===== src/rtl/elevator_pkg.sv =====
// Shared types and constants for the elevator call scheduler.
package elevator_pkg;

  localparam int unsigned N_FLOORS_DEFAULT = 4;
  localparam int unsigned FLOOR_W_DEFAULT  = 2;

  localparam logic DIR_UP   = 1'b1;
  localparam logic DIR_DOWN = 1'b0;

  typedef enum logic [1:0] {
    IDLE   = 2'd0,
    SELECT = 2'd1,
    OFFER  = 2'd2,
    BUSY   = 2'd3
  } sched_state_t;

endpackage


===== src/rtl/call_debounce.sv =====
// One call button: 2-flop synchroniser, stability counter, filtered level and
// a registered one-cycle pulse on each accepted rising edge.
module call_debounce #(
  parameter int unsigned DEB_CYCLES = 16
) (
  input  logic clk,
  input  logic rst,
  input  logic btn,
  output logic rise
);

  localparam int unsigned CNT_W = (DEB_CYCLES > 1) ? $clog2(DEB_CYCLES) : 1;
  localparam logic [CNT_W-1:0] CNT_MAX = CNT_W'(DEB_CYCLES - 1);

  logic             sync1;
  logic             sync2;
  logic             level;
  logic [CNT_W-1:0] cnt;

  // Counter runs only while the synchronised input disagrees with the filtered
  // level; any return to agreement restarts it.
  always_ff @(posedge clk) begin
    if (rst) begin
      sync1 <= 1'b0;
      sync2 <= 1'b0;
      level <= 1'b0;
      cnt   <= '0;
      rise  <= 1'b0;
    end else begin
      sync1 <= btn;
      sync2 <= sync1;
      rise  <= 1'b0;
      if (sync2 == level) begin
        cnt <= '0;
      end else if (cnt == CNT_MAX) begin
        level <= sync2;
        rise  <= sync2;
        cnt   <= '0;
      end else begin
        cnt <= cnt + CNT_W'(1);
      end
    end
  end

endmodule


===== src/rtl/elevator_call_scheduler.sv =====
// Latches debounced floor calls and offers SCAN-ordered targets to the car FSM.
// Optional BUSY preemption by a closer in-path call: define SCHED_PREEMPT_EN.
module elevator_call_scheduler
  import elevator_pkg::*;
#(
  parameter int unsigned N_FLOORS   = N_FLOORS_DEFAULT,
  parameter int unsigned FLOOR_W    = FLOOR_W_DEFAULT,
  parameter int unsigned DEB_CYCLES = 16
) (
  input  logic                clk,
  input  logic                rst,
  input  logic [N_FLOORS-1:0] btn_call,
  input  logic [FLOOR_W-1:0]  cur_floor,
  input  logic                at_floor,
  input  logic                target_ready,
  output logic                target_valid,
  output logic [FLOOR_W-1:0]  target_floor,
  output logic                dir_up,
  output logic [N_FLOORS-1:0] pending
);

  sched_state_t        state, state_n;
  logic [FLOOR_W-1:0]  tgt_n;
  logic                valid_n;
  logic                dir_n;
  logic                dir_eff;
  logic [N_FLOORS-1:0] rise;
  logic [N_FLOORS-1:0] pend_clr;
  logic                has_above, has_below;
  logic [FLOOR_W-1:0]  above, below;

  for (genvar gi = 0; gi < int'(N_FLOORS); gi++) begin : g_deb
    call_debounce #(.DEB_CYCLES(DEB_CYCLES)) u_deb (
      .clk  (clk),
      .rst  (rst),
      .btn  (btn_call[gi]),
      .rise (rise[gi])
    );
  end

  always_comb begin
    pend_clr = '0;
    if (at_floor) pend_clr[cur_floor] = 1'b1;
  end

  // Clear dominates a simultaneous set on the same floor.
  always_ff @(posedge clk) begin
    if (rst) pending <= '0;
    else     pending <= (pending | rise) & ~pend_clr;
  end

  // The end floors leave only one possible direction.
  always_comb begin
    dir_eff = dir_up;
    if (cur_floor == '0)                          dir_eff = DIR_UP;
    else if (cur_floor == FLOOR_W'(N_FLOORS - 1)) dir_eff = DIR_DOWN;
  end

  // Nearest pending floor strictly above and strictly below the car.
  always_comb begin
    has_above = 1'b0;
    above     = '0;
    has_below = 1'b0;
    below     = '0;
    for (int i = int'(N_FLOORS) - 1; i >= 0; i--) begin
      if (pending[i] && (FLOOR_W'(i) > cur_floor)) begin
        has_above = 1'b1;
        above     = FLOOR_W'(i);
      end
    end
    for (int i = 0; i < int'(N_FLOORS); i++) begin
      if (pending[i] && (FLOOR_W'(i) < cur_floor)) begin
        has_below = 1'b1;
        below     = FLOOR_W'(i);
      end
    end
  end

`ifdef SCHED_PREEMPT_EN
  logic               has_between;
  logic [FLOOR_W-1:0] between;

  // Pending floor closest to the car that lies on the way to the current target.
  always_comb begin
    has_between = 1'b0;
    between     = '0;
    if (target_floor > cur_floor) begin
      for (int i = int'(N_FLOORS) - 1; i >= 0; i--) begin
        if (pending[i] && (FLOOR_W'(i) > cur_floor) && (FLOOR_W'(i) < target_floor)) begin
          has_between = 1'b1;
          between     = FLOOR_W'(i);
        end
      end
    end else begin
      for (int i = 0; i < int'(N_FLOORS); i++) begin
        if (pending[i] && (FLOOR_W'(i) < cur_floor) && (FLOOR_W'(i) > target_floor)) begin
          has_between = 1'b1;
          between     = FLOOR_W'(i);
        end
      end
    end
  end
`endif

  always_ff @(posedge clk) begin
    if (rst) begin
      state        <= IDLE;
      target_floor <= '0;
      target_valid <= 1'b0;
      dir_up       <= DIR_UP;
    end else begin
      state        <= state_n;
      target_floor <= tgt_n;
      target_valid <= valid_n;
      dir_up       <= dir_n;
    end
  end

  // target_valid is registered, so it is raised on every transition into OFFER.
  always_comb begin
    state_n = state;
    tgt_n   = target_floor;
    valid_n = 1'b0;
    dir_n   = dir_eff;
    case (state)
      IDLE: begin
        if (pending != '0) state_n = SELECT;
      end
      SELECT: begin
        if (pending == '0) begin
          state_n = IDLE;
        end else begin
          state_n = OFFER;
          valid_n = 1'b1;
          if (pending[cur_floor]) begin
            tgt_n = cur_floor;
          end else if (dir_eff == DIR_UP) begin
            if (has_above) begin
              tgt_n = above;
            end else begin
              dir_n = DIR_DOWN;
              tgt_n = below;
            end
          end else begin
            if (has_below) begin
              tgt_n = below;
            end else begin
              dir_n = DIR_UP;
              tgt_n = above;
            end
          end
        end
      end
      OFFER: begin
        if (!pending[target_floor]) state_n = SELECT;
        else if (target_ready)      state_n = BUSY;
        else                        valid_n = 1'b1;
      end
      BUSY: begin
        if (at_floor && (cur_floor == target_floor)) begin
          state_n = SELECT;
        end
`ifdef SCHED_PREEMPT_EN
        else if (has_between) begin
          state_n = OFFER;
          valid_n = 1'b1;
          tgt_n   = between;
        end
`endif
      end
      default: state_n = IDLE;
    endcase
  end

endmodule


===== config.mk =====
export PLATFORM = sky130hd
export DESIGN_NAME = elevator_call_scheduler
export DESIGN_NICKNAME = d
export VERILOG_FILES = /design/src/rtl/elevator_pkg.sv /design/src/rtl/call_debounce.sv /design/src/rtl/elevator_call_scheduler.sv
export SDC_FILE = /design/constraint.sdc
export NUM_CORES = 1
export LEC_CHECK = 0
export ABC_CLOCK_PERIOD_IN_PS = 1700
export BUFFER_PORTS_ARGS = -buffer_cell sky130_fd_sc_hd__buf_2
export CORE_MARGIN = 2
export CORE_UTILIZATION = 60
export CTS_BUF_LIST = sky130_fd_sc_hd__clkbuf_2 sky130_fd_sc_hd__clkbuf_4 sky130_fd_sc_hd__clkbuf_8
export CTS_CLUSTER_SIZE = 40
export DETAILED_ROUTE_END_ITERATION = 10
export HOLD_SLACK_MARGIN = 0.06
export PLACE_DENSITY = 0.88
export SYNTH_ARGS = -nofsm -noshare
export SYNTH_HDL_FRONTEND = slang
export SYNTH_HIERARCHICAL = 1
export SYNTH_SLANG_ARGS = --single-unit

===== constraint.sdc =====
create_clock -name clk -period 1.7 [get_ports clk]
set_input_delay 0 -clock clk [delete_from_list [all_inputs] [get_ports clk]]
set_output_delay 0 -clock clk [all_outputs]
set_load 0.03 [all_outputs]

# After elaboration in Yosys (flattened, before gate mapping)
# Cells that the tools add are included.
# totals
regBits,42
inputBits,10
out_inout_bits,8
word_cells,140
# classes
add_sub_neg,4
n_lt_le_gt_ge,11
n_eq_ne,16
n_mux,44
bitwise,12
n_reduce_logical,28
# op_table
op,n
$mux 2,15
$reduce_or 3->1,8
$mux 1,23
$add 4x1->4 const B,4
$eq 4x4->1 const B,4
$logic_and 1x1->1,10
$reduce_and 2->1,5
$not 1->1,9
$pmux 2 s4,1
$eq 2x2->1 const B,3
$lt 2x3->1 const B,2
$and 4x4->4,1
$bmux 1 s2,2
$eq 1x1->1,4
$gt 1x2->1 const A,2
$gt 2x2->1 const A,2
$logic_not 2->1,2
$logic_not 4->1,1
$lt 1x2->1 const A,2
$lt 2x2->1 const A,2
$mux 4,1
$ne 2x2->1 const B,2
$not 4->4,1
$or 4x4->4,1
8 further kinds,8

# Logic depth before layout (Yosys ltp)
# depth
depth_word,11
mapped_depth,7
mapped_depth_nobuf,7

# By module
# The synthesis kept the hierarchy.
# by_module_without_submodules
mod,instances,cells_each,area_per_inst_um2,seq_area_each_um2
call_debounce,4,25,281.5,160.2
elevator_call_scheduler,1,86,770.7,200.2

# Least setup slack after synthesis
# Ideal clock, no wire load.
# synth_path
path_kind,register -> register
start,register pending[1]
end,register state[0]
setup_time_ns,0.065
arrival_ns,1.655
required_time_ns,1.635
setup_slack_ns,-0.019
stages_incl_launch_ff,7
path_buffers,1
synth_period_minus_slack_ns,1.719
cell_sequence,dfxtp_1 buf_6 mux2i_1 o32a_2 nand3_2 mux2_1 nor2_1
# synth_via
elab_chain_cells,4
word_cells_on_any_way,8
classes_between,eq/ne: 2; mux: 4; reduce/logical: 2
# synth_lines
item,line,source
"start, declared",elevator_call_scheduler.sv:19,output logic [N_FLOORS-1:0] pending
"start signal, assigned",elevator_call_scheduler.sv:49,else pending <= (pending | rise) & ~pend_clr;
$bmux 1 s2,elevator_call_scheduler.sv:155,if (!pending[target_floor]) state_n = SELECT;
$mux 1 (not written as such),elevator_call_scheduler.sv:155,
$mux 2 / $ne 3x3->1 (equally long branches),--,
$pmux 2 s4 / $reduce_and 3->1 (equally long branches),--,
"end signal, assigned",elevator_call_scheduler.sv:112,state <= state_n;
"end, declared",elevator_call_scheduler.sv:22,"sched_state_t state, state_n;"
# Several ways; a longest one is shown, not always the timed one. The select of a mux whose other input is x is not followed.
# A chain may end at the register's enable or synchronous reset.

# Worst setup path in the final report
# layout_path
start,register state[0]
end,register state[0]
# layout_via
elab_chain_cells,3
word_cells_on_any_way,9
classes_between,eq/ne: 6; mux: 1; reduce/logical: 2
# layout_lines
item,line,source
$eq 2x2->1 / $logic_not 2->1 (equally long branches),elevator_call_scheduler.sv:125,case (state)
$ne 3x3->1 (no line) / $ne 2x2->1 (equally long branches),--,
$reduce_and 3->1 (no line),--,
# Several ways; a longest one is shown, not always the timed one.

==> run_results.csv <==
group,metric,value,unit
synthesis,synth_edf_count,0,
grt,grt_pass1_vias,1473,
cts,clk_pin_slew_worst_paths,0.12,ns
worst_setup_path,cp_slowest_cell,"dfxtp_4",
sta,worst_slack,0.105,ns
worst_setup_path,required,1.98,ns
sta,setup-violations-final,0,
routing,drtIter0Drc,155,
grt,grt_pass1_wl,5.98,mm
floorplanning,die_x,60.2,um
cts,cts_made_buffers,5,
place,place.gp.congestion,0.848,
final_layout,diodes,0,
grt,grt_max_degree,33,
floorplanning,core.rowCount,20,
worst_setup_path,crit_path_start_kind,"register",
routing,wl_per_cell,14.2,um
final_layout,syn_to_final_growth,15.0,%
sta,whs,0.110,ns
sta,fin_crit_sh,0.938,
synthesis,yosysUniqueCellTypes,40,
place,place_ws,0.0659,ns
floorplanning,initial_utilization,0.626,
sta,fmax,0.627,GHz
synthesis,ys.flop_type,"dfxtp_1",
worst_setup_path,crit_fanout,3,
sta,relSlewSlack,0.654,
grt,grt_overflow,0,
final_layout,post_layout_nonfiller_instances,260,
sta,rsz0062_at_grt,"false",
run,drv_cap,0,
synthesis,ys_seq_elements,42,
cts,cts_tree,"done",
worst_setup_path,critPathBufInv,1,
worst_setup_path,worst_path_dominant_cell_family,"flip-flops",
routing,wirelength,3.69,mm
worst_setup_path,endpoint_kind,"register",
floorplanning,die-area,0.00363,mm^2
place,dp.cells,243,
routing,vias_per_cell,5.58,
sta,worst_pin_slew,0.518,ns
floorplanning,ios,18,
sta,fin_skew,0.00894,ns
grt,grt_usage,0.223,
pwr,power_density,793,mW/mm^2
cts,insertion_delay,0.34,ns
final_layout,fin_nets,234,
synthesis,yosysTopAreaCellShare,0.443,
min_path,holdCritPathClass,"input pin to register",
routing,num_vias,1450,
run_status,status,"complete, no violations",
routing,ant_nets,0,
final_layout,drive_gt1_frac,0.222,
synthesis,syn-instance-count,186,
worst_setup_path,critPathMaxStageDelay,0.36,ns
sta,drv_slew,0,
synthesis,syn_avg_cell_area,10.2,um^2
grt,grt_antenna_before_repair,0,
cts,h-tree-depth,2,
final_layout,utilization,0.720,
floorplanning,die_height,60.2,um
cts,cts_root_buf,"clkbuf_4",
worst_setup_path,crit_type,"register to register",
routing,dr.pass1.iters,4,
place,place_hpwl,2.54,mm
synthesis,seq_area_frac_synth,0.443,
sta,hold_viol_final,0,
synthesis,ys_warn_count,6,
synthesis,synth_nets,205,
pwr,p_leak,0.956,nW
pwr,ir_drop,0.000667,V
worst_setup_path,worstPathArrival,1.87,ns
cts,clock-sinks,42,
cts,clockBufferDepth,2,
synthesis,synthTopCellsByArea,"dfxtp_1, xor2_1, ha_1",
synthesis,synthArstFlopShare,0,
floorplanning,core-area,0.00303,mm^2
place,io_buffer_count,17,
synthesis,syn_area,0.00190,mm^2
synthesis,synth_area_leader_cell,"dfxtp_1",
sta,fin_tns_setup,0,ns
sta,period_needed,1.59,ns
routing,drc,0,
worst_setup_path,crit_path_cell_trace,"inv_2 -> ha_2 -> nand2b_1 -> o32a_2 -> nand3_2 -> mux2_1 -> nor2_1",
-- sequential cells by signal, indices dropped and copies added, names as in the netlist --
name               cells
target_valid           1
state                  2
g_deb.u_deb/sync1      4
g_deb.u_deb/sync2      4
target_floor           2
g_deb.u_deb/rise       4
g_deb.u_deb/cnt       16
pending                4
dir_up                 1
g_deb.u_deb/level      4
-- layout by cell type (no fill, tap or decap), types with 5 or more instances in the layout --
cell,netlist,final
dlygate4sd3_1,0,8
nor2_1,25,25
nand3_1,5,5
mux2i_1,7,7
nand3_2,5,5
buf_2,3,17
dfxtp_1,42,40
xor2_1,14,14
inv_1,9,8
nand3b_1,5,5
nand2_1,8,8
ha_1,9,8
clkbuf_4,0,5
nor2b_1,9,9
-- logic make-up (layout without fill, tap and decap cells) --
logic type,after synthesis,in the layout,share of synthesized area
fa+ha+maj,9,9,0.0594
simple gates,69,69,0.206
flops,42,42,0.443
compound gates,26,26,0.120
xor+xnor,14,14,0.0646
mux,10,10,0.0607
buf+inv,16,46,0.0455
-- cells in the mapped netlist (all sizes together), types with 2 or more instances --
cell,number
a211oi,3
a21oi,4
and3b,4
buf,6
dfxtp,42
ha,9
inv,9
mux2,2
mux2i,7
nand2,8
nand3,10
nand3b,5
nor2,25
nor2b,9
nor4b,4
o21a,2
o21ai,2
o221ai,2
o22ai,2
o32a,2
o41ai,2
xor2,14
-- per-layer routing --
metal,vias up,global-route usage,part of all wire
met5,-,0,0
met4,0,0.105,0.0092
met3,5,0.0606,0.053
met2,48,0.404,0.52
li1,716,-,-
met1,681,0.237,0.41
-- final timing paths --
check	slack (ns)	start	cells after the start	to
worst min-delay path	0.11	rst	2	state[0]
worst max-delay path	0.11	state[0]	7	state[0]
worst min register to register	0.44	g_deb[3].u_deb/sync1	1	g_deb[3].u_deb/sync2
worst max register to register	0.11	state[0]	7	state[0]
-- area by class of cell --
class                      count  area, um^2
clock buffer                   8        78.8
timing repair buffer          29         195
fill                         216         847
inverter                       9        33.8
sequential                    42         846
tap                           44        55.1
multi-input combinational    128         972
-- stage by stage --
| stage | cell area, um^2 | total power (W) |
|---|---|---|
| floorplan | 1900 | 0.00111 |
| global placement | 2010 | 0.00113 |
| detailed placement | 2010 | 0.00114 |
| CTS | 2170 | 0.00174 |
| global route | 2180 | 0.00181 |
| finish | 2180 | 0.00173 |
-- repair_timing --
| action | CTS | global route |
|---|---|---|
| endpoints found under the setup margin | 0 | 2 |
| gates resized for setup | 0 | 4 |
| setup buffers | 0 | 1 |
| hold buffers | 8 | 0 |
| hold endpoints to repair | 9 | 0 |
-- report_power, final --
group	internal, W	switching [W]	total [W]
sequential	0.00100	0.00000981	0.00101
clock	0.000283	0.000306	0.000589
combinational	0.0000593	0.0000717	0.000131
total	0.00134	0.000387	0.00173
(Power assumes the default switching activity.)
